$ cat src/rtl/bz_seq_addr.sv
// Sequence-ROM player: steps addr, holds each note for dur ticks; start to first note_vld is 3 cycles.
// No backpressure: stop aborts to IDLE at any time. Define BZ_SEQ_LOOP_EN to add loop_mode (replay at terminator).
module bz_seq_addr #(
  parameter int ADDR_W   = 9,
  parameter int DATA_W   = 12,
  parameter int DUR_W    = 8,
  parameter int END_CODE = 0
) (
  input  logic              clk,
  input  logic              rst,
  input  logic              start,
  input  logic              stop,
  input  logic              tick,
  input  logic [DUR_W-1:0]  dur,
  input  logic [DATA_W-1:0] data,
`ifdef BZ_SEQ_LOOP_EN
  input  logic              loop_mode,
`endif
  output logic [ADDR_W-1:0] addr,
  output logic [DATA_W-1:0] note,
  output logic              note_vld,
  output logic              busy,
  output logic              done
);

  localparam logic [DATA_W-1:0] END_V    = DATA_W'(END_CODE);
  localparam logic [ADDR_W-1:0] ADDR_MAX = '1;

  typedef enum logic [2:0] {IDLE, ADDR, CHECK, PLAY, DONE} state_t;

  state_t             state;
  logic [DUR_W-1:0]   dur_cnt;
  logic               played;
  logic               loop_en;

`ifdef BZ_SEQ_LOOP_EN
  assign loop_en = loop_mode;
`else
  assign loop_en = 1'b0;
`endif

  always_ff @(posedge clk) begin
    if (rst) begin
      state    <= IDLE;
      addr     <= '0;
      note     <= '0;
      dur_cnt  <= '0;
      played   <= 1'b0;
      note_vld <= 1'b0;
      busy     <= 1'b0;
      done     <= 1'b0;
    end else begin
      done <= 1'b0;
      if (stop && state != IDLE) begin
        state    <= IDLE;
        addr     <= '0;
        note_vld <= 1'b0;
        busy     <= 1'b0;
      end else begin
        case (state)
          IDLE: begin
            // stop in the same cycle as start keeps the player idle
            if (start && !stop) begin
              addr   <= '0;
              played <= 1'b0;
              busy   <= 1'b1;
              state  <= ADDR;
            end
          end
          ADDR: state <= CHECK;
          CHECK: begin
            if (data != END_V) begin
              note     <= data;
              dur_cnt  <= (dur == '0) ? DUR_W'(1) : dur;
              played   <= 1'b1;
              note_vld <= 1'b1;
              state    <= PLAY;
            end else if (loop_en && played) begin
              // played guards against spinning on a terminator at address 0
              addr   <= '0;
              played <= 1'b0;
              state  <= ADDR;
            end else begin
              done  <= 1'b1;
              state <= DONE;
            end
          end
          PLAY: begin
            if (tick) begin
              dur_cnt <= dur_cnt - DUR_W'(1);
              if (dur_cnt == DUR_W'(1)) begin
                note_vld <= 1'b0;
                if (addr == ADDR_MAX) begin
                  done  <= 1'b1;
                  state <= DONE;
                end else begin
                  addr  <= addr + ADDR_W'(1);
                  state <= ADDR;
                end
              end
            end
          end
          DONE: begin
            addr  <= '0;
            busy  <= 1'b0;
            state <= IDLE;
          end
          default: begin
            state    <= IDLE;
            addr     <= '0;
            note_vld <= 1'b0;
            busy     <= 1'b0;
          end
        endcase
      end
    end
  end

endmodule

$ cat config.mk
export PLATFORM = sky130hd
export DESIGN_NAME = bz_seq_addr
export DESIGN_NICKNAME = d
export VERILOG_FILES = /design/src/rtl/bz_seq_addr.sv
export SDC_FILE = /design/constraint.sdc
export NUM_CORES = 1
export LEC_CHECK = 0
export CAP_MARGIN = 20
export CORE_MARGIN = 3
export CORE_UTILIZATION = 50
export CTS_CLUSTER_SIZE = 28
export DETAILED_ROUTE_END_ITERATION = 12
export GPL_ROUTABILITY_DRIVEN = 0
export PLACE_DENSITY_LB_ADDON = 0.08
export SYNTH_ARGS = -nofsm -noshare
export SYNTH_HDL_FRONTEND = slang
export SYNTH_SLANG_ARGS = --single-unit
$ cat constraint.sdc
create_clock -name clk -period 7.64 [get_ports clk]
set_input_delay 1.146 -clock clk [delete_from_list [all_inputs] [get_ports clk]]
set_output_delay 1.146 -clock clk [all_outputs]
set_load 0.05 [all_outputs]
==> flow_summary.toml, run 1 <==
[route]
first_pass_iters = 4
drc = 0
drtIter0Drc = 169
wire_per_inst_microns = 15.3
ant_nets = 0
vias = 1969
routed_wl_microns = 4990
viasPerCell = 6.04

[logic_synthesis]
synth_edf_count = 0
mappedNetlistArea_sq_um = 1900
synth_nets = 269
synthMuxAreaShare = 0
ys_types = 49
synth-seq-cells = 35
synthXorXnorAreaFrac = 0
syn_avg_cell_area_sq_um = 7.93
ys.flop_type = "dfxtp_1"
yosysWarnings = 0
synthArstFlopShare = 0
synth_cells = 240
synth_compound_area_frac = 0.279
synth_fa_ha_area_frac = 0.0263
synth_top_family_by_area = "simple AND/OR/NAND/NOR gates"
synth-simple-area-share = 0.283
synth-seq-area-share = 0.368

[layout]
num_antenna_cells = 0
final_area_sq_um = 2510
final_util = 0.717
drive_gt1_frac = 0.0571
multi_input_area_sq_um = 1120
final.fill_count = 297
layout.cells.non_filler = 326
syn_to_final_growth_pct = 31.6
ff_latch_area_sq_um = 701
nets = 308

[critical_path]
cp-end-kind = "flip-flop"
reg2reg_slack_ns = 4.93
startpoint_type = "input pin"
crit_required_ns = 7.76
startpoint = "stop"
worstSetupPathType = "in2reg"
path_max_fanout = 18
r2r-start = "addr[0]"
crit_arrival_ns = 3.64
ff2ff_path_depth = 9
reg2reg_to = "addr[1]"

[floorplanning]
coreArea_sq_um = 3490
fp.dieH_microns = 67.7
start_util = 0.545
io_pins = 49
rows = 21
dieWidth_microns = 67.7
dieArea_sq_um = 4590

[clocking]
cts_tree = "done"
cts_buffers = 5
cts_setup_buffers = 0
numClockSinks = 35
clockBufferDepth = 2
cts.htree.levels = 2
cts_hold_buf = 0
cts.repair.resized = 0
path_clk_slew_ns = 0.07
cts_root_buf = "clkbuf_8"
clk_latency_ns = 0.29

[hold_path]
min_to = "note[11]"
hold_path_class = "reg2reg"
worstHoldStart = "note[11]"
hold_path_depth = 2

[job]
maxCapViolations = 0

[placement]
numPortBuffers = 48
dp_hpwl_microns = 3430
placed_area_sq_um = 2390
dp_cells = 318
pre_cts_ws_ns = 3.84

[sta]
fmax_mhz = 284
tightest_slew_ns = 1.06
slew_headroom = 0.293
post-route-min-period_ns = 3.53
setup_violations = 0
slew_viol_final = 0
fin_skew_ns = 0.00693
tns_ns = 0
hold_slack_ns = 0.478
fin_ws_ns = 4.11
rsz0062_at_grt = "false"
finalHoldViolCount = 0
period_share = 0.461

[global_route]
grt.overflow.total = 0
grtUsageMet1 = 0.305
grtUsageMet3 = 0.0499
grtUsageMet2 = 0.330
grt_pass1_vias = 1661
grt_max_degree = 33
grt_first_pass_wirelength_microns = 7690
grt_usage = 0.221
grt-busiest-layer = "met2"
antenna_found_initial = 0

[power]
finalPower_uw = 443
peakVddDrop_uv = 104
p_leak_nw = 0.838
cellPowerDensity_nw_per_um2 = 177

[status]
status = "finished clean"
==> placed cells by master (no fill, tap or decap), types with 2 or more instances in the layout <==
master and instances:
nor4b_1 2, and3b_1 2, or4_1 5, and3_1 4, o32ai_1 7, buf_4 2
nand2b_1 5, a211oi_1 4, or2_2 2, clkbuf_8 6, or3_1 2, a21oi_1 31
nor3_1 8, dfxtp_1 35, clkdlybuf4s50_1 48, ha_1 4, inv_1 3, a32oi_1 3
or4b_1 2, nor2_1 16, a21o_1 3, a31oi_1 8, nand3_1 10, nand4_1 3
nand2_1 21, and2_1 2, o21ai_0 14, o22ai_1 3, o211ai_1 3
==> worst max-delay path by stage <==
stage / endpoint / slack, ns / cells past startpoint
after floorplan: dur_cnt[2] / 4.83 / 5
after global placement: dur_cnt[1] / 3.98 / 5
final: dur_cnt[1] / 4.11 / 5
after detailed placement: dur_cnt[4] / 3.84 / 5
after global routing: dur_cnt[4] / 3.95 / 5
after CTS: dur_cnt[1] / 4.14 / 5
==> synthesized netlist by cell type, types with 2 or more instances <==
master | count | area share
a21o_1 | 3 | 0.012
a21oi_1 | 31 | 0.081
a32oi_1 | 3 | 0.014
and3b_1 | 2 | 0.0092
nor4b_1 | 2 | 0.0092
o21ai_0 | 14 | 0.037
or2_2 | 2 | 0.0066
o32ai_1 | 7 | 0.032
nor3_1 | 8 | 0.021
inv_1 | 3 | 0.0059
o22ai_1 | 3 | 0.0099
nor2_1 | 16 | 0.032
ha_1 | 4 | 0.026
a31oi_1 | 8 | 0.026
nand4_1 | 3 | 0.0099
and2_1 | 2 | 0.0066
clkbuf_1 | 16 | 0.032
nand3_1 | 10 | 0.026
a211oi_1 | 4 | 0.016
or4_1 | 5 | 0.020
nand2_1 | 21 | 0.041
dfxtp_1 | 35 | 0.37
nand2b_1 | 5 | 0.016
and3_1 | 4 | 0.013
o211ai_1 | 3 | 0.012
or3_1 | 2 | 0.0066
or4b_1 | 2 | 0.011
==> logic make-up after synthesis <==
kind of cell             Yosys count
flip-flops                        35
buffers and inverters             22
adder cells (fa/ha/maj)            4
AND/OR/NAND/NOR                   94
AO/OA/AOI/OAI                     85
==> critical path, cell delays in order <==
cell,delay (ns)
clkdlybuf4s50_1,0.84
clkinv_1,0.39
a32oi_1,0.71
and2_1,0.41
a211oi_1,0.13
==> state kept, by name, summed over array words and instances (netlist names) <==
| signal | count |
|---|---|
| busy | 1 |
| addr | 9 |
| done | 1 |
| note | 12 |
| dur_cnt | 8 |
| note_vld | 1 |
| state | 3 |
==> metal layers <==
metal / vias to the layer above / share of wire
met5: - / 0
met4: 0 / 0.011
met3: 7 / 0.064
met2: 69 / 0.47
met1: 903 / 0.46
li1: 990 / -
==> final cells by class <==
class                   instances  area share
flip-flops and latches         35       0.280
clock buffers                   6      0.0330
multi-input cells             183       0.447
clock inverters                 2      0.0140
inverters                       4     0.00599
repair buffers                 50       0.198
well taps                      46      0.0230
==> power by group <==
part           internal (mW)  switching (mW)  total [mW]
clock network          0.106          0.0685       0.174
registers              0.188         0.00756       0.196
logic                 0.0318          0.0411      0.0729
total                  0.326           0.117       0.443
Power figures use the tool's default switching activity.
==> inputs of run 2 (changes only) <==
Settings changed: CORE_UTILIZATION 50 to 44.
Clock period 7.64 ns to 3.11 ns, I/O delays scaled along.
==> run 2 against run 1 <==
  * Global-route usage decreased by 2.0 points
  * Worst hold slack lost 0.0028 ns
  * Die area is 12% higher
  * Clock power is 120% higher
  * Setup slack got worse by 3.6 ns
  * First-iteration DRC count increased by 12%
  * Critical path depth grew 4
  * Register-to-register slack got worse by 4.5 ns
  * Non-clock buffer count increased by 7
  * Critical endpoint is now addr[7]
  * Highest routed layer unchanged
==> flow_summary.toml, run 2 (synthesis results as in run 1) <==
[floorplanning]
coreArea_sq_um = 4090
io_pins = 49
start_util = 0.466
rows = 23
fp.dieH_microns = 71.8
dieArea_sq_um = 5150
dieWidth_microns = 71.8

[power]
seq_power_share = 0.462
swShare = 0.284
finalPower_mw = 1.04
peakVddDrop_uv = 281
power_switching_uw = 296
p_leak_nw = 0.860
power_frac_comb = 0.177
cellPowerDensity_nw_per_um2 = 409
clkPwrFrac = 0.361
power.internal_uw = 746

[clocking]
cts_tree = "done"
cts.repair.resized = 0
cts_buffers = 5
cts_root_buf = "clkbuf_8"
cts_setup_buffers = 0
cts.htree.levels = 2
clk_latency_ns = 0.29
clockBufferDepth = 2
path_clk_slew_ns = 0.08
cts_hold_buf = 0
numClockSinks = 35

[route]
drtIter0Drc = 189
wire_per_inst_microns = 15.2
ant_nets = 0
first_pass_iters = 4
drc = 0
viasPerCell = 6.04
routed_wl_microns = 5130
vias = 2034

[critical_path]
startpoint = "addr[0]"
startpoint_type = "flip-flop"
crit_chain = "ha_1, and3_1, and3_1, and3_1, ha_1, or4bb_1, nor2_1, or4b_1, a31oi_1"
crit_required_ns = 3.33
reg2reg_slack_ns = 0.48
crit_path_end = "addr[7]"
worstSetupPathType = "reg2reg"
crit_arrival_ns = 2.86
cpMostUsedCell = "and3_1"
critPathSlowestCell = "or4bb_1"
r2r-start = "addr[0]"
reg2reg_to = "addr[7]"
path_max_fanout = 5
cp-end-kind = "flip-flop"
critPathMaxStageDelay_ns = 0.49
ff2ff_path_depth = 9

[layout]
ff_latch_area_sq_um = 701
top_regs = "note (12), addr (9), dur_cnt (8)"
syn_to_final_growth_pct = 33.9
final.fill_count = 382
multi_input_area_sq_um = 1120
mostFrequentLayoutCells = "clkdlybuf4s50_1 (48), dfxtp_1 (35), a21oi_1 (31)"
num_antenna_cells = 0
drive_gt1_frac = 0.0801
top_register = "note"
largest_reg_flops = 12
layout.cells.non_filler = 337
nets = 315
mostFrequentLayoutCell = "clkdlybuf4s50_1"

[placement]
numPortBuffers = 48
dp_cells = 329
dp_hpwl_microns = 3640
pre_cts_ws_ns = 0.510

[sta]
post-route-min-period_ns = 2.63
finalHoldViolCount = 0
hold_slack_ns = 0.476
rsz0062_at_grt = "false"
slew_viol_final = 0
fin_skew_ns = 0.00799
tns_ns = 0
setup_violations = 0
fmax_mhz = 380
period_share = 0.847
slew_headroom = 0.599
fin_ws_ns = 0.476
tightest_slew_ns = 0.593

[global_route]
grt.overflow.total = 0
grt_pass1_vias = 1796
grt_usage = 0.202
grt_max_degree = 23
grt_first_pass_wirelength_microns = 8290
antenna_found_initial = 0

[hold_path]
hold_path_class = "reg2reg"

[job]
maxCapViolations = 0

[status]
status = "finished clean"
==> run 2: cell count changes in the layout (fill, tap and decap cells not counted), sizes merged <==
| cell | change |
|---|---|
| clkinvlp | +1 |
| buf | +7 |
| bufinv | -1 |
| clkinv | -1 |
| clkbuf | +1 |
==> run 2: final cells by class <==
class | count | area share
clock inverters | 1 | 0.00294
inverters | 4 | 0.00589
clock buffers | 7 | 0.0378
multi-input cells | 183 | 0.439
well taps | 50 | 0.0245
flip-flops and latches | 35 | 0.275
repair buffers | 57 | 0.215
==> run 2: routing by layer <==
metal	global-route usage	vias to the layer above	wire, microns
li1	-	1003	-
met1	0.263	959	2360
met2	0.323	63	2390
met3	0.0449	9	281
met4	0.0793	0	93
met5	0	-	0
==> run 2: metrics by stage <==
stage / area (sq um) / utilization
floorplan: 1900 / -
global placement: 2450 / 0.599
detailed placement: 2450 / 0.599
CTS: 2550 / 0.624
global route: 2550 / 0.624
finish: 2550 / 0.624
==> run 2: worst max-delay path: cells and delay by family (launching register included) <==
family / cells / cell delay [ns]
AO/OA/AOI/OAI: 1 / 0.16
adder cells (fa/ha/maj): 2 / 0.44
flip-flops: 1 / 0.35
AND/OR/NAND/NOR: 6 / 1.62
==> run 2: worst min path at each step <==
stage,start,end,slack [ns],cells after the start
floorplan,dur_cnt[7],dur_cnt[7],0.48,2
global placement,note[10],note[10],0.46,2
detailed placement,note[2],note[2],0.47,2
CTS,note[4],note[4],0.48,2
global route,note[5],note[5],0.50,2
finish,note[4],note[4],0.48,2
==> run 2: power groups by stage <==
stage	logic [mW]	registers (mW)	clock network [mW]
final	0.185	0.481	0.377
after global routing	0.200	0.484	0.399
after CTS	0.184	0.481	0.381
after detailed placement	0.183	0.491	0
after global placement	0.183	0.491	0
after floorplan	0.0934	0.505	0
